File: config.mk
export PLATFORM = sky130hd
export DESIGN_NAME = seq_divider
export DESIGN_NICKNAME = d
export VERILOG_FILES = /design/src/rtl/seq_divider_pkg.sv /design/src/rtl/seq_divider_add_sub_33.sv /design/src/rtl/seq_divider.sv
export SDC_FILE = /design/constraint.sdc
export NUM_CORES = 1
export LEC_CHECK = 0
export ABC_AREA = 1
export CORE_UTILIZATION = 36
export DETAILED_ROUTE_END_ITERATION = 10
export MAX_ROUTING_LAYER = met4
export PLACE_DENSITY = 0.66
export RECOVER_POWER = 100
export SYNTH_ARGS = -nofsm -noshare
export SYNTH_HDL_FRONTEND = slang
export SYNTH_SLANG_ARGS = --single-unit
File: constraint.sdc
create_clock -name clk -period 3.9 [get_ports clk]
set_clock_uncertainty 0.15 [all_clocks]
set_input_delay 0.585 -clock clk [delete_from_list [all_inputs] [get_ports clk]]
set_output_delay 0.585 -clock clk [all_outputs]
set_load 0.01 [all_outputs]
File: src/rtl/seq_divider_pkg.sv
// Shared types and sizing for the sequential signed divider.
package seq_divider_pkg;

    localparam int unsigned DIV_WIDTH = 32;
    localparam int unsigned DIV_ITERS = 32;
    localparam int unsigned REM_WIDTH = DIV_WIDTH + 1;
    localparam int unsigned CNT_WIDTH = 6;

    typedef enum logic [1:0] {
        IDLE,
        RUN,
        FIX,
        DONE
    } state_t;

    // Two's-complement magnitude; -2^31 maps to 32'h8000_0000 read as unsigned.
    function automatic logic [DIV_WIDTH-1:0] abs_val(input logic [DIV_WIDTH-1:0] x);
        return x[DIV_WIDTH-1] ? DIV_WIDTH'(-x) : x;
    endfunction

endpackage

File: src/rtl/seq_divider_add_sub_33.sv
// 33-bit parallel-prefix carry-lookahead adder with subtract control.
module add_sub_33
    import seq_divider_pkg::*;
(
    input  logic [REM_WIDTH-1:0] a,
    input  logic [REM_WIDTH-1:0] b,
    input  logic                 sub,
    output logic [REM_WIDTH-1:0] sum
);

    logic [REM_WIDTH-1:0] bx;
    logic [REM_WIDTH-1:0] g;
    logic [REM_WIDTH-1:0] p;
    logic [REM_WIDTH-1:0] gg;
    logic [REM_WIDTH-1:0] pp;
    logic [REM_WIDTH-1:0] c;

    always_comb begin
        bx = b ^ {REM_WIDTH{sub}};
        g  = a & bx;
        p  = a ^ bx;
        gg = g;
        pp = p;
        // Kogge-Stone prefix; descending index keeps gg[i-d] at the previous stage value
        for (int d = 1; d < int'(REM_WIDTH); d = d * 2) begin
            for (int i = int'(REM_WIDTH) - 1; i >= d; i--) begin
                gg[i] = gg[i] | (pp[i] & gg[i-d]);
                pp[i] = pp[i] & pp[i-d];
            end
        end
        c[0] = sub;
        for (int i = 1; i < int'(REM_WIDTH); i++) begin
            c[i] = gg[i-1] | (pp[i-1] & sub);
        end
        sum = p ^ c;
    end

endmodule

File: src/rtl/seq_divider.sv
// Multi-cycle signed divider: 32 non-restoring iterations on magnitudes, then sign fix-up.
module seq_divider
    import seq_divider_pkg::*;
(
    input  logic                 clk,
    input  logic                 rst_n,
    input  logic                 start,
    input  logic [DIV_WIDTH-1:0] dividend,
    input  logic [DIV_WIDTH-1:0] divisor,
    output logic                 busy,
    output logic                 done,
    output logic [DIV_WIDTH-1:0] quotient,
    output logic [DIV_WIDTH-1:0] remainder,
    output logic                 div_zero
);

    state_t               state;
    logic [CNT_WIDTH-1:0] cnt;
    logic [REM_WIDTH-1:0] rem;
    logic [DIV_WIDTH-1:0] quo;
    logic [DIV_WIDTH-1:0] dmag;
    logic                 neg_q;
    logic                 neg_r;
    logic                 dz_pend;

    logic [REM_WIDTH-1:0] rem_sh;
    logic [REM_WIDTH-1:0] add_a;
    logic [REM_WIDTH-1:0] add_b;
    logic [REM_WIDTH-1:0] add_sum;
    logic                 add_sub;
    logic [DIV_WIDTH-1:0] rem_fix;
    logic [DIV_WIDTH-1:0] q_final;
    logic [DIV_WIDTH-1:0] r_final;

    assign rem_sh = {rem[DIV_WIDTH-1:0], quo[DIV_WIDTH-1]};

    // One adder serves both the iteration step and the final remainder restore.
    always_comb begin
        add_a   = rem_sh;
        add_b   = {1'b0, dmag};
        add_sub = ~rem[REM_WIDTH-1];
        if (state == FIX) begin
            add_a   = rem;
            add_sub = 1'b0;
        end
    end

    add_sub_33 u_add_sub (
        .a   (add_a),
        .b   (add_b),
        .sub (add_sub),
        .sum (add_sum)
    );

    assign rem_fix = rem[REM_WIDTH-1] ? add_sum[DIV_WIDTH-1:0] : rem[DIV_WIDTH-1:0];
    assign q_final = neg_q ? DIV_WIDTH'(-quo) : quo;
    assign r_final = neg_r ? DIV_WIDTH'(-rem_fix) : rem_fix;

    always_ff @(posedge clk or negedge rst_n) begin
        if (!rst_n) begin
            state     <= IDLE;
            cnt       <= '0;
            rem       <= '0;
            quo       <= '0;
            dmag      <= '0;
            neg_q     <= 1'b0;
            neg_r     <= 1'b0;
            dz_pend   <= 1'b0;
            busy      <= 1'b0;
            done      <= 1'b0;
            quotient  <= '0;
            remainder <= '0;
            div_zero  <= 1'b0;
        end else begin
            done <= 1'b0;
            case (state)
                IDLE: begin
                    // busy still high here means this is the done cycle: drop busy, ignore start
                    if (busy) begin
                        busy <= 1'b0;
                    end else if (start) begin
                        busy  <= 1'b1;
                        neg_q <= dividend[DIV_WIDTH-1] ^ divisor[DIV_WIDTH-1];
                        neg_r <= dividend[DIV_WIDTH-1];
                        dmag  <= abs_val(divisor);
                        cnt   <= '0;
                        if (divisor == '0) begin
                            quo     <= '1;
                            rem     <= {1'b0, dividend};
                            dz_pend <= 1'b1;
                            state   <= DONE;
                        end else begin
                            quo     <= abs_val(dividend);
                            rem     <= '0;
                            dz_pend <= 1'b0;
                            state   <= RUN;
                        end
                    end
                end
                RUN: begin
                    rem <= add_sum;
                    quo <= {quo[DIV_WIDTH-2:0], ~add_sum[REM_WIDTH-1]};
                    cnt <= cnt + 1'b1;
                    if (cnt == CNT_WIDTH'(DIV_ITERS - 1)) begin
                        cnt   <= '0;
                        state <= FIX;
                    end
                end
                FIX: begin
                    rem   <= {1'b0, r_final};
                    quo   <= q_final;
                    state <= DONE;
                end
                DONE: begin
                    done      <= 1'b1;
                    quotient  <= quo;
                    remainder <= rem[DIV_WIDTH-1:0];
                    div_zero  <= dz_pend;
                    state     <= IDLE;
                end
                default: state <= IDLE;
            endcase
        end
    end

endmodule

==> results of run 1 <==
## routing by layer
metal  track usage  vias up
li1              -     8101
met1         0.366     7898
met2         0.446      583
met3        0.0284      108
met4         0.117        0
met5             -        -
## logic make-up (layout without fill, tap and decap cells)
kind of cell    Yosys count  in the layout
simple gates           1238           1238
compound gates          428            428
buf+inv                 353            620
flops                   175            175
xor+xnor                 71             71
fa+ha+maj                42             42
mux                       4              4
## metrics by stage
step / setup TNS (ps) / util
final: 0 / 0.471
after detailed placement: -1000 / 0.444
after global placement: -344 / 0.444
after CTS: 0 / 0.461
after floorplan: 0 / -
after global routing: -1150 / 0.471
## cell type report
type | count | area share
Clock buffer | 17 | 0.0226
Clock inverter | 15 | 0.00904
Inverter | 263 | 0.0524
Multi-Input combinational cell | 1783 | 0.497
Sequential cell | 175 | 0.233
Tap cell | 525 | 0.0349
Timing Repair Buffer | 325 | 0.151
## flip-flops by register name (all words and copies together), names as in the netlist
| signal | flops |
|---|---|
| dz_pend | 1 |
| rem | 33 |
| dmag | 32 |
| quotient | 32 |
| quo | 32 |
| done | 1 |
| state | 2 |
| remainder | 32 |
| cnt | 6 |
| neg_q | 1 |
| busy | 1 |
| div_zero | 1 |
| neg_r | 1 |
## worst max-delay path by stage
stage              end  slack [ps]  cells past startpoint
2_1_floorplan  rem[24]          30                     23
3_3_place_gp   rem[30]         -90                     27
3_5_place_dp   rem[26]        -140                     23
4_1_cts        rem[30]           8                     25
5_1_grt        rem[30]        -110                     26
6_report       rem[26]         100                     24
## worst max-delay path: stages (launching register included)
cell and delay, ps:
dfrtp_1 390, inv_2 90, ha_4 180, nor2_4 50, buf_12 140, buf_12 150
xor2_1 140, ha_1 370, nand2_2 130, nor2_4 150, nand2_1 120, buf_4 170
inv_2 80, nand2_1 60, nand4_1 180, nand2_2 90, nand3_2 120, nand2_2 100
nor2_2 100, nand2_1 110, o21bai_4 250, nand2_1 90, nand2_1 60, nand3_1 70
a21oi_2 140
## synthesized netlist by cell type (3+ instances only)
library cell  instances
a21oi_1             165
a22oi_1              20
a2bb2oi_1             3
a311oi_1              5
a31oi_1              15
a32oi_1               5
a41oi_1              15
buf_1                 9
buf_2                 5
buf_6                 5
clkbuf_1             68
clkinv_1              3
dfrtp_1             175
ha_1                 42
inv_1               255
inv_2                 5
mux2_2                3
nand2_1             631
nand2_2              22
nand2_4               4
nand3_1             198
nand3_2               7
nand3b_1              4
nand4_1              30
nor2_1              271
nor2_2               10
nor2_4                6
nor3_1               33
nor4_1               14
o211ai_1              9
o21ai_0             164
o21bai_1              3
o221ai_1              4
o22ai_1               4
or2_2                 4
xnor2_1              14
xor2_1               57
## timing repair
item	4_1_cts	5_1_grt
pin swaps	1	31
endpoints found under the setup margin	13	23
gates cloned	0	1
buffers inserted	1	11
resized for setup	20	114
==> impl_metrics.env, run 1 <==
export IMPL_nNetsFinal=2674
export IMPL_top_layer_used="met4"
export IMPL_critPathLaunchType="flop"
export IMPL_hold_path_end="cnt[5]"
export IMPL_dieArea_um2=41600
export IMPL_violations="max-capacitance violations, max-slew violations"
export IMPL_grt_usage=0.282
export IMPL_worst_slew_pin_slew_ps=2140
export IMPL_r2r_end="rem[26]"
export IMPL_synth_top_area_share=0.298
export IMPL_yosys_top_cells_area="dfrtp_1, nand2_1, nor2_1"
export IMPL_cts_tree="yes"
export IMPL_worstPathArrival_ps=4070
export IMPL_synth_edf_count=0
export IMPL_crit_type="flop to flop"
export IMPL_ys_seq_area_frac=0.298
export IMPL_fp_row_count=73
export IMPL_async_flop_share=1.00
export IMPL_die_x_um=204
export IMPL_htreeDepth=4
export IMPL_slew_headroom=-0.423
export IMPL_fp_dieH_um=204
export IMPL_synth_top_family_by_area="simple AND/OR/NAND/NOR gates"
export IMPL_r2r_start="state[0]"
export IMPL_status="complete, but fails checks"
export IMPL_r2r_worst_path_cells=24
export IMPL_cts_buffer_depth=2
export IMPL_setup_ws_ps=97.5
export IMPL_grt_pass1_wl_um=87600
export IMPL_postCtsHoldBufs=0
export IMPL_multi_input_area_um2=9360
export IMPL_holdPathStages=1
export IMPL_r2r_slack_ps=100
export IMPL_antenna_found_initial=0
export IMPL_min_period_ps=3800
export IMPL_finalCritPeriodShare=0.975
export IMPL_clk_pin_slew_worst_paths_ps=80
export IMPL_synth_cell_types=54
export IMPL_clock_sinks=175
export IMPL_routedWlPerCell_um=18.2
export IMPL_drc=0
export IMPL_port_buffer_count=133
export IMPL_endpoint_kind="flop"
export IMPL_cts_buffers=17
export IMPL_dp_hpwl_um=43700
export IMPL_syn_cell_area_um2=14700
export IMPL_gp_congestion=1.01
export IMPL_min_from="cnt[5]"
export IMPL_muxShareOfSynthArea=0.00298
export IMPL_setup_viol=0
export IMPL_maxCapViolCount=2
export IMPL_first_global_vias=15819
export IMPL_place_area_um2=17800
export IMPL_synth_nets=2420
export IMPL_m1WireLength_um=25600
export IMPL_synth_ff_type="dfrtp_1"
export IMPL_yosys_area_share_simple=0.361
export IMPL_critPathMaxFanout=10
export IMPL_post_place_ws_ps=-138
export IMPL_slew_violations=131
export IMPL_initial_core_util=0.367
export IMPL_num_vias=16690
export IMPL_synth_xor_area_frac=0.0424
export IMPL_met3WireLength_um=2820
export IMPL_synth_top_area_cell="dfrtp_1"
export IMPL_dp_cells=3058
export IMPL_finalInstanceArea_um2=18800
export IMPL_synth_seq_cells=175
export IMPL_wl_met2_um=26000
export IMPL_n_antenna_cell=0
export IMPL_syn_area_per_cell_um2=6.35
export IMPL_root_buffer="clkbuf_16"
export IMPL_critPathLaunch="state[0]"
export IMPL_drive_gt1_frac=0.154
export IMPL_fillers=4137
export IMPL_whs_ps=333
export IMPL_grt_max_degree=71
export IMPL_grt_setup_unrepaired="true"
export IMPL_synth_fa_ha_area_frac=0.0358
export IMPL_worstPathRequired_ps=4160
export IMPL_hold_viol=0
export IMPL_coreArea_um2=40000
export IMPL_final_antenna_net_count=0
export IMPL_io_pins=134
export IMPL_syn_instance_count=2311
export IMPL_holdCritPathClass="flop to flop"
export IMPL_area_growth_pct=28.2
export IMPL_synth_compound_area_frac=0.165
export IMPL_layout_common_cells="nand2_1, inv_1, nor2_1"
export IMPL_viasPerCell=5.38
export IMPL_final_common_cell="nand2_1"
export IMPL_grt_remaining_overflow=0
export IMPL_dr_pass1_iters=5
export IMPL_drt_initial_drc_count=1461
export IMPL_wirelength_um=56600
export IMPL_insertion_delay_ps=490
export IMPL_fmax_mhz=263
export IMPL_yosys_warnings=0
export IMPL_final_cells=3103
export IMPL_regArea_um2=4380
Power of run 1 is left out: the tool's default activity adds up to more than one toggle a clock period on the data nets, which glitch-free logic cannot reach.
==> inputs of run 2 (changes only) <==
--- a/config.mk
+++ b/config.mk
@@ -8,8 +8,9 @@
 export ABC_AREA = 1
 export CORE_UTILIZATION = 36
 export DETAILED_ROUTE_END_ITERATION = 10
+export DONT_BUFFER_PORTS = 1
 export MAX_ROUTING_LAYER = met4
-export PLACE_DENSITY = 0.66
+export PLACE_DENSITY = 0.62
 export RECOVER_POWER = 100
 export SYNTH_ARGS = -nofsm -noshare
 export SYNTH_HDL_FRONTEND = slang
==> impl_metrics.env, run 2 (synthesized netlist as in run 1, its figures left out) <==
export IMPL_nNetsFinal=2524
export IMPL_dp_cells=2894
export IMPL_final_antenna_net_count=0
export IMPL_layout_common_cells="nand2_1, inv_1, nor2_1"
export IMPL_regMostFlops="rem"
export IMPL_final_cells=2953
export IMPL_initial_core_util=0.367
export IMPL_fmax_mhz=266
export IMPL_cts_buffers=17
export IMPL_drt_initial_drc_count=1405
export IMPL_violations="negative hold slack, max-capacitance violations, max-slew violations"
export IMPL_insertion_delay_ps=480
export IMPL_setup_viol=0
export IMPL_finalCritPeriodShare=0.963
export IMPL_holdCritPathClass="input pin to async pin"
export IMPL_crit_type="flop to flop"
export IMPL_endpoint_kind="flop"
export IMPL_area_growth_pct=22.8
export IMPL_dr_pass1_iters=5
export IMPL_io_pins=134
export IMPL_cts_buffer_depth=2
export IMPL_grt_setup_unrepaired="true"
export IMPL_cts_tree="yes"
export IMPL_grt_remaining_overflow=0
export IMPL_htreeDepth=4
export IMPL_final_common_cell="nand2_1"
export IMPL_critPathMaxFanout=7
export IMPL_status="complete, but fails checks"
export IMPL_antenna_found_initial=0
export IMPL_dp_hpwl_um=41500
export IMPL_routedWlPerCell_um=18.6
export IMPL_critPathLaunchType="flop"
export IMPL_slew_violations=66
export IMPL_fp_row_count=73
export IMPL_gp_congestion=0.969
export IMPL_whs_ps=-343
export IMPL_min_period_ps=3750
export IMPL_final_setup_tns_ps=0
export IMPL_r2r_slack_ps=150
export IMPL_grt_usage=0.268
export IMPL_drive_gt1_frac=0.195
export IMPL_num_vias=16071
export IMPL_slew_headroom=-0.425
export IMPL_viasPerCell=5.44
export IMPL_fp_dieH_um=204
export IMPL_die_x_um=204
export IMPL_first_global_vias=15073
export IMPL_worstPathArrival_ps=4010
export IMPL_final_core_util=0.451
export IMPL_largest_reg_flops=33
export IMPL_n_antenna_cell=0
export IMPL_coreArea_um2=40000
export IMPL_r2r_worst_path_cells=22
export IMPL_port_buffer_count=0
export IMPL_clk_pin_slew_worst_paths_ps=80
export IMPL_dieArea_um2=41600
export IMPL_worstPathRequired_ps=4160
export IMPL_r2r_start="state[1]"
export IMPL_drc=0
export IMPL_grt_pass1_wl_um=83600
export IMPL_maxCapViolCount=1
export IMPL_r2r_end="rem[24]"
export IMPL_clock_sinks=175
export IMPL_wirelength_um=55000
export IMPL_grt_max_degree=176
export IMPL_root_buffer="clkbuf_16"
export IMPL_hold_viol=175
export IMPL_worst_slew_pin_slew_ps=2140
## run 2: worst max-delay path by stage
stage               slack (ps)  cells after the start  startpoint       to
finish                     150                     22    state[1]  rem[24]
global route               -60                     24    state[0]  rem[30]
CTS                          4                     26    state[0]  rem[24]
detailed placement        -130                     26    state[0]  rem[28]
global placement          -140                     26    state[0]  rem[30]
floorplan                   30                     23    state[0]  rem[24]
## run 2: layout make-up
type	count	area [um2]
Tap cell	525	657
Multi-Input combinational cell	1783	9970
Clock inverter	15	165
Inverter	263	987
Clock buffer	17	425
Sequential cell	175	4380
Timing Repair Buffer	175	1440
Fill cell	4090	22000
## run 2: what timing repair did
action	CTS	global route
buffers inserted	2	24
cloned	0	1
pin swaps	8	79
gates resized for setup	16	259
setup endpoints to repair	12	22
hold endpoints to repair	175	175
## run 2: metal layers
| layer | wire length, um | vias to the layer above | share of wire | track usage |
|---|---|---|---|---|
| met5 | 0 | - | 0 | - |
| met4 | 2020 | 0 | 0.037 | 0.114 |
| met3 | 3190 | 126 | 0.058 | 0.0327 |
| met2 | 25700 | 575 | 0.47 | 0.419 |
| met1 | 24100 | 7568 | 0.44 | 0.350 |
| li1 | - | 7802 | - | - |
## run 2: worst max-delay path, cell delays in order (launching register included)
cell,delay [ps]
dfrtp_1,420
ha_4,190
nor2_4,180
buf_12,180
xor2_1,200
ha_1,300
buf_4,170
nand2_2,110
inv_1,70
a21oi_2,170
nand3_2,170
nand2_4,130
nand3_2,70
nand3_1,100
nand2_1,100
buf_4,150
nor2_2,140
nand3_4,120
o21bai_4,230
nand2_1,80
nand2_1,60
nand3_1,70
a21oi_2,120
## run 2: through the flow
step | instance area (um2) | setup slack, ps
3_5_place_dp | 16200 | -134
3_3_place_gp | 16200 | -142
2_1_floorplan | 14700 | 31.0
6_report | 18000 | 145
4_1_cts | 16800 | 4.20
5_1_grt | 18000 | -62.8
Power of run 2 is left out for the same reason.
